===== src/rtl/iir_coeff_ctrl.sv =====
// Coefficient shadow/active bank controller for iir_filter: drains in-flight samples,
// swaps banks while pulsing the filter reset, then resumes sample issue.
module iir_coeff_ctrl #(
  parameter int NB = 12,
  parameter int CW = 4
) (
  input  logic            clk,
  input  logic            rst_n,
  input  logic            cfg_we,
  input  logic [2:0]      cfg_addr,
  input  logic [NB-1:0]   cfg_data,
  output logic [NB-1:0]   cfg_rdata,
  input  logic            cfg_commit,
  output logic            cfg_busy,
  output logic            swap_done,
  input  logic            vIn,
  input  logic [NB-1:0]   dIn,
  output logic            rdy,
  output logic            drop,
  output logic            f_vIn,
  output logic [NB-1:0]   f_dIn,
  output logic            f_rst_n,
  output logic [3*NB-1:0] b,
  output logic [2*NB-1:0] a,
  input  logic            f_vOut,
  output logic [1:0]      fsm_state
);

  typedef enum logic [1:0] {RUN, DRAIN, SWAP, REARM} state_t;

  state_t        state, state_next;
  logic [CW-1:0] inflight;
  logic [NB-1:0] shadow [5];
  logic [NB-1:0] active [5];

  // Handshake: a sample transfers on any cycle where vIn and rdy are both high;
  // vIn while rdy is low is not taken and marks drop. The filter side has no ready.
  assign f_vIn     = vIn & rdy;
  assign f_dIn     = dIn;
  assign fsm_state = state;

  // State register; f_rst_n is registered so the filter is reset alongside us.
  always_ff @(posedge clk) begin
    if (!rst_n) begin
      state   <= RUN;
      f_rst_n <= 1'b0;
    end else begin
      state   <= state_next;
      f_rst_n <= (state_next != SWAP);
    end
  end

  always_comb begin
    state_next = state;
    case (state)
      RUN:     if (cfg_commit) state_next = DRAIN;
      DRAIN:   if ((inflight == '0) && !f_vOut) state_next = SWAP;
      SWAP:    state_next = REARM;
      REARM:   state_next = RUN;
      default: state_next = RUN;
    endcase
  end

  always_comb begin
    rdy       = (state == RUN);
    cfg_busy  = (state != RUN);
    swap_done = (state == REARM);
  end

  // Saturating occupancy count of samples inside the filter.
  always_ff @(posedge clk) begin
    if (!rst_n) begin
      inflight <= '0;
    end else if (f_vIn && !f_vOut && (inflight != '1)) begin
      inflight <= inflight + 1'b1;
    end else if (!f_vIn && f_vOut && (inflight != '0)) begin
      inflight <= inflight - 1'b1;
    end
  end

  always_ff @(posedge clk) begin
    if (!rst_n) begin
      drop <= 1'b0;
    end else if (vIn && !rdy) begin
      drop <= 1'b1;
    end
  end

  // The copy in SWAP reads the pre-edge shadow, so a same-cycle write stays pending.
  always_ff @(posedge clk) begin
    if (!rst_n) begin
      for (int i = 0; i < 5; i++) begin
        shadow[i] <= '0;
        active[i] <= '0;
      end
    end else begin
      if (cfg_we && (cfg_addr < 3'd5)) shadow[cfg_addr] <= cfg_data;
      if (state == SWAP) begin
        for (int i = 0; i < 5; i++) active[i] <= shadow[i];
      end
    end
  end

  always_comb begin
    cfg_rdata = '0;
    case (cfg_addr)
      3'd0:    cfg_rdata = shadow[0];
      3'd1:    cfg_rdata = shadow[1];
      3'd2:    cfg_rdata = shadow[2];
      3'd3:    cfg_rdata = shadow[3];
      3'd4:    cfg_rdata = shadow[4];
      default: cfg_rdata = '0;
    endcase
  end

  assign b = {active[2], active[1], active[0]};
  assign a = {active[4], active[3]};

endmodule


===== config.mk =====
export PLATFORM = sky130hd
export DESIGN_NAME = iir_coeff_ctrl
export DESIGN_NICKNAME = d
export VERILOG_FILES = /design/src/rtl/iir_coeff_ctrl.sv
export SDC_FILE = /design/constraint.sdc
export NUM_CORES = 1
export LEC_CHECK = 0
export ABC_AREA = 1
export CAP_MARGIN = 15
export CORE_ASPECT_RATIO = 1.75
export CORE_UTILIZATION = 45
export DETAILED_ROUTE_END_ITERATION = 8
export PLACE_DENSITY = 0.81
export SLEW_MARGIN = 20
export SYNTH_ARGS = -nofsm -noshare
export SYNTH_HDL_FRONTEND = slang
export SYNTH_SLANG_ARGS = --single-unit

===== constraint.sdc =====
create_clock -name clk -period 2.1 [get_ports clk]
set_input_delay 0.42 -clock clk [delete_from_list [all_inputs] [get_ports clk]]
set_output_delay 0.42 -clock clk [all_outputs]
set_load 0.02 [all_outputs]

==> results.yml, run 1 <==
floorplanning:
  fp.dieW_um: 84.8
  io_pins: 125
  die_h_um: 147
  coreArea_um2: 11600
  rows: 52
  fp.dieArea_um2: 12500
  initial_utilization_pct: 46.4
detailed_routing:
  drt-total-wl_um: 14400
  wire_per_inst_um: 18.5
  vias_per_cell: 5.14
  drtIter0Drc: 417
  dr.pass1.iters: 7
  ant_nets: 0
  remaining_drc_errors: 8
  vias: 4019
synth:
  synth_nets: 523
  post-synth-top-area-fraction_pct: 66.7
  ys_warn_count: 0
  synth_top_area_cell: "edfxtp_1"
  syn_area_um2: 5400
  ys_seq_area_share_pct: 69.6
  synthDistinctLibCells: 28
  syn_inst: 487
  synth_seq_cells: 128
  synth.avg_cell_area_um2: 11.1
  synth_area_leaders: "edfxtp_1 67%, nor2_1 9.2%, inv_1 6.0%, nand2_1 3.1%, dfxtp_1 3.0%"
clock_network:
  cts_tree: "done"
  clock-sinks: 128
  root_buffer: "clkbuf_16"
  clkTransAtPathRegs_ns: 0.05
  cts_buffers: 17
  holdBufCountCts: 0
  clk_latency_ns: 0.41
  cts_buffer_depth: 2
  h-tree-depth: 4
timing:
  finalCritPeriodShare_pct: 97.7
  fmax_mhz: 487
  slew_headroom_pct: 72.6
  hold_viol_final: 0
  fin_skew_ns: 0.00955
  finalSetupViolations: 0
  worst_pin_slew_ns: 0.409
  rsz0062_at_grt: "false"
  min_period_ns: 2.05
  drv_slew: 0
  setup_ws_ns: 0.0479
cells_and_area:
  instances_no_fill: 782
  antennaDiodeCount: 0
  fillCellCount: 818
  nets: 670
  drive_gt1_share_pct: 20.4
  area_growth_pct: 38.5
power:
  ir_worst_vdd_v: 0.000585
  p_leak_nw: 3.22
  power_density_nw_per_um2: 939
critical_path:
  critical_path.endpoint: "cfg_rdata[10]"
  crit_fanout: 6
  crit_path_start: "cfg_addr[0]"
  worstSetupStartpointType: "input port"
  reg2reg_to: "inflight[3]$_SDFFE_PN0P_"
  crit_type: "in2out"
  end_kind: "output pin"
  rrSetupSlack_ns: 0.33
  r2r-start: "inflight[0]$_SDFFE_PN0P_"
  crit_required_ns: 1.68
  arrival_ns: 1.63
  reg2reg_depth: 11
run_status:
  outcome: "finished with violations"
  violations: "DRC"
run:
  drv_cap: 0
placement:
  pre_cts_ws_ns: -0.747
  globalplace.congestion: 0.971
  dpl.hpwl_um: 10100
  io_buffers: 100
  dp.cells: 745
worst_hold_path:
  holdPathStages: 2
  hp-class: "reg2reg"
grt:
  grt_max_degree: 44
  grt_pass1_wl_um: 21900
  grt_overflow_total: 0
  antenna_found_initial: 0
  grt_use_total_pct: 24.3
  grt_pass1_vias: 4159
synthesized netlist by cell type:
master / number
nor2_1: 132
fa_1: 1
nand2_1: 44
ha_1: 2
nor2_4: 1
buf_2: 9
nor3_1: 2
edfxtp_1: 120
o22ai_1: 7
inv_2: 3
o21ai_0: 10
nand3_1: 6
o211ai_1: 1
nand2_2: 4
o221ai_1: 5
inv_1: 86
buf_6: 2
o21ai_1: 5
a21oi_1: 11
o21a_1: 1
clkinv_1: 1
xnor2_1: 1
dfxtp_1: 8
nor2_2: 2
nand2_4: 2
nand3_2: 4
buf_4: 16
nor3_4: 1
worst min-delay path by stage:
stage,startpoint,slack (ns),end
after floorplan,inflight[0]$_SDFFE_PN0P_,0.49,inflight[0]$_SDFFE_PN0P_
after global placement,drop$_SDFFE_PN0P_,0.46,drop$_SDFFE_PN0P_
after detailed placement,drop$_SDFFE_PN0P_,0.49,drop$_SDFFE_PN0P_
after CTS,drop$_SDFFE_PN0P_,0.51,drop$_SDFFE_PN0P_
after global routing,drop$_SDFFE_PN0P_,0.56,drop$_SDFFE_PN0P_
final,drop$_SDFFE_PN0P_,0.50,drop$_SDFFE_PN0P_
power breakdown:
part	total (mW)	leakage [nW]	switching (mW)	internal [mW]
clock	2.87	0.271	1.02	1.85
sequential	3.11	1.26	0.106	3.00
combinational	1.05	1.69	0.603	0.450
placed cells by master, fill, tap and decap left out, types with 2 or more instances in the layout:
cell / n
clkbuf_1: 3
nor2_2: 2
dfxtp_2: 2
clkbuf_16: 17
clkinvlp_4: 4
nor3_1: 2
clkinv_2: 3
bufinv_16: 3
buf_12: 5
inv_1: 83
buf_2: 3
nor2_1: 132
inv_2: 6
buf_4: 56
a21oi_2: 2
clkinv_1: 3
o22ai_1: 5
o21ai_1: 10
ha_1: 2
dfxtp_1: 6
a21oi_1: 9
clkbuf_2: 2
nand2_1: 39
nand2_4: 2
buf_6: 3
o221ai_2: 2
o22ai_2: 2
nand3_2: 4
clkdlybuf4s50_1: 84
o21ai_0: 4
nand2_2: 9
edfxtp_1: 120
o221ai_1: 3
nand3_1: 5
critical path, stage by stage:
cell and delay [ns]:
buf_2 0.14, buf_4 0.15, nor3_4 0.21, buf_6 0.14, buf_16 0.12, a21oi_2 0.07, o211ai_1 0.17, buf_4 0.21
metrics by stage:
stage | power, mW | TNS [ns] | hold slack [ns] | area, um^2 | utilization (%)
floorplan | 3.68 | 0 | 0.490 | 5410 | -
global placement | 4.14 | -10.11 | 0.458 | 6830 | 58.7
detailed placement | 4.18 | -11.90 | 0.489 | 6830 | 58.7
CTS | 7.01 | 0 | 0.506 | 7450 | 64.0
global route | 7.24 | 0 | 0.559 | 7480 | 64.3
finish | 7.03 | 0 | 0.497 | 7480 | 64.3
cell type report:
type	instances	area, um^2	share of cell area, %
clock buffers	20	437	5.83
clock inverters	12	143	1.91
inverters	90	338	4.51
multi-input cells	242	1180	15.7
flip-flops and latches	128	3770	50.3
well taps	135	169	2.26
repair buffers	155	1460	19.5
state kept, by name, indices dropped and copies added (netlist names):
signal and cells:
active 60, drop 1, f_rst_n 1, fsm_state 2, inflight 4, shadow 60
kinds of logic after synthesis:
family                   synth area share, %
AO/OA/AOI/OAI                           4.31
buffers and inverters                   9.72
flip-flops                              69.6
adder cells (fa/ha/maj)                0.833
AND/OR/NAND/NOR                         15.3
XOR/XNOR                               0.162
routing by layer:
layer / track usage (%) / wire length, um
met5: 0 / 0
met4: 17.9 / 948
met3: 6.24 / 1110
met2: 42.8 / 7630
met1: 24.3 / 4750
what timing repair did:
action | 4_1_cts | 5_1_grt
gates resized for setup | 94 | 13
cloned | 1 | 0
buffers inserted | 2 | 2
endpoints found under the setup margin | 15 | 13
pin swaps | 2 | 3
Power figures use the tool's default switching activity.
==> run 2, diff against run 1 <==
- CTS_CLUSTER_SIZE: default -> 20
==> results of run 2 <==
Final layout, timing and power as in run 1 (identical DEF).
==> run 3, diff against run 2 <==
- CAP_MARGIN: 15 -> default
- CORE_MARGIN: default -> 3
==> run 3 against run 2 <==
Effect of this change:
- non-clock buffer count decreased by 20
- first-iteration DRC count increased by 39%
- routed wire length decreased by 6.6%
- combinational power about the same
- design area decreased by 1.3%
- critical endpoint is now cfg_rdata[6]
- clock skew decreased by 0.0048 ns
- maximum frequency increased by 1.9%
- core utilization decreased by 0.82 points
- global-route usage decreased by 2.8 points
- clock power decreased by 2%
- largest cell class unchanged
- setup slack improved by 0.037 ns
- the flow now finishes without violations
==> results.yml, run 3 (synthesis results as in run 1) <==
detailed_routing:
  remaining_drc_errors: 0
  drtIter0Drc: 581
  drt-total-wl_um: 13500
  dr.pass1.iters: 5
  ant_nets: 0
  wire_per_inst_um: 17.7
  vias_per_cell: 5.23
  vias: 3986
critical_path:
  cp_common_cell: "o21ai_1"
  end_kind: "output pin"
  crit_chain: "clkbuf_2 -> inv_2 -> nor3_4 -> buf_6 -> buf_12 -> nand2_1 -> o21ai_1 -> nor2_1 -> o21ai_1 -> buf_4"
  path_buf_inv: 5
  path_delay_family: "buffers and inverters"
  crit_required_ns: 1.68
  slowest_stage: "buf_4"
  crit_fanout: 7
  slowest_delay_ns: 0.18
  arrival_ns: 1.59
  crit_type: "in2out"
  worstSetupStartpointType: "input port"
cells_and_area:
  largestRegisters: "active: 60 flops, shadow: 60 flops, inflight: 4 flops"
  final_common_cell: "nor2_1"
  nets: 650
  drive_gt1_share_pct: 18.7
  area_growth_pct: 36.7
  layout_common_cells: "132 x nor2_1, 120 x edfxtp_1, 84 x inv_1, 83 x clkdlybuf4s50_1, 40 x nand2_1"
  antennaDiodeCount: 0
  instances_no_fill: 762
clock_network:
  clock-sinks: 128
  holdBufCountCts: 0
  cts_buffer_depth: 2
  cts_buffers: 17
  root_buffer: "clkbuf_16"
  clk_latency_ns: 0.41
  cts_tree: "done"
  clkTransAtPathRegs_ns: 0.06
  h-tree-depth: 4
timing:
  drv_slew: 0
  worst_pin_slew_ns: 0.315
  finalCritPeriodShare_pct: 95.9
  rsz0062_at_grt: "false"
  slew_headroom_pct: 78.9
  fmax_mhz: 496
  hold_viol_final: 0
  finalHoldWorstSlack_ns: 0.505
  fin_skew_ns: 0.00471
  setup_ws_ns: 0.0853
  min_period_ns: 2.01
  fin_tns_setup_ns: 0
  finalSetupViolations: 0
grt:
  grt_overflow_total: 0
  gr-max-usage-layer: "met2"
  grt_pass1_vias: 4073
  use_met3_pct: 5.44
  grt_pass1_wl_um: 20800
  grt_use_total_pct: 21.5
  grt.met2_usage_pct: 36.5
  antenna_found_initial: 0
  met1_usage_pct: 22.9
  grt_max_degree: 62
floorplanning:
  die_h_um: 151
  io_pins: 125
  coreArea_um2: 11600
  fp.dieW_um: 88.8
  initial_utilization_pct: 46.4
  rows: 52
  fp.dieArea_um2: 13400
placement:
  pre_cts_ws_ns: -0.780
  globalplace.congestion: 0.958
  dpl.hpwl_um: 9370
  dp.cells: 727
  io_buffers: 100
run_status:
  outcome: "finished clean"
run:
  drv_cap: 0
power:
  ir_worst_vdd_v: 0.000635
  p_leak_nw: 3.16
  power_density_nw_per_um2: 936
worst_hold_path:
  hp-class: "reg2reg"
## run 3: cell types whose count changed in the layout (fill, tap and decap cells not counted), moves of 2 or more
cell	change
buf_12	+3
a21oi_1	-3
o21ai_1	-2
o221ai_1	-3
clkinv_4	+3
o21ai_0	+3
buf_4	-25
a21oi_2	+3
buf_2	+3
clkbuf_1	-2
nand2_2	-2
o221ai_2	+3
## run 3: worst min-delay path, stage by stage (launching register included)
cell     delay (ns)
dfxtp_1        0.35
a21oi_1        0.05
nor2_1         0.08
## run 3: final timing paths
kind,start,endpoint,slack (ns),cells past startpoint
worst min register to register,drop$_SDFFE_PN0P_,drop$_SDFFE_PN0P_,0.51,2
worst max-delay path,cfg_addr[1],cfg_rdata[6],0.09,10
worst max register to register,inflight[1]$_SDFFE_PN0P_,inflight[3]$_SDFFE_PN0P_,0.37,12
worst min-delay path,drop$_SDFFE_PN0P_,drop$_SDFFE_PN0P_,0.51,2
## run 3: through the flow
stage | area [um^2] | power [mW] | util (%)
global placement | 6730 | 4.11 | 57.8
global route | 7390 | 7.16 | 63.5
finish | 7390 | 6.92 | 63.5
detailed placement | 6730 | 4.15 | 57.8
CTS | 7390 | 6.93 | 63.5
floorplan | 5410 | 3.68 | -
## run 3: final cells by class
cell class | count | area, um^2
Multi-Input combinational cell | 242 | 1210
Tap cell | 135 | 169
Clock buffer | 18 | 429
Fill cell | 812 | 4260
Timing Repair Buffer | 135 | 1340
Clock inverter | 14 | 143
Sequential cell | 128 | 3770
Inverter | 90 | 338
## run 3: per-layer routing
layer	wire [um]	vias up
li1	-	1817
met1	4310	1817
met2	7210	268
met3	1110	84
met4	855	0
met5	0	-
## run 3: power by group
part	leakage (nW)	switching (mW)	total (mW)	internal, mW
combinational	1.63	0.599	1.02	0.421
sequential	1.26	0.0972	3.10	3.00
clock	0.267	1.06	2.80	1.74
total	3.16	1.76	6.92	5.16
## run 3: repair_timing
action,CTS,global route
cloned,1,0
hold endpoints to repair,0,0
resized for setup,97,10
pin swaps,2,1
setup endpoints to repair,15,14
buffers inserted,2,0
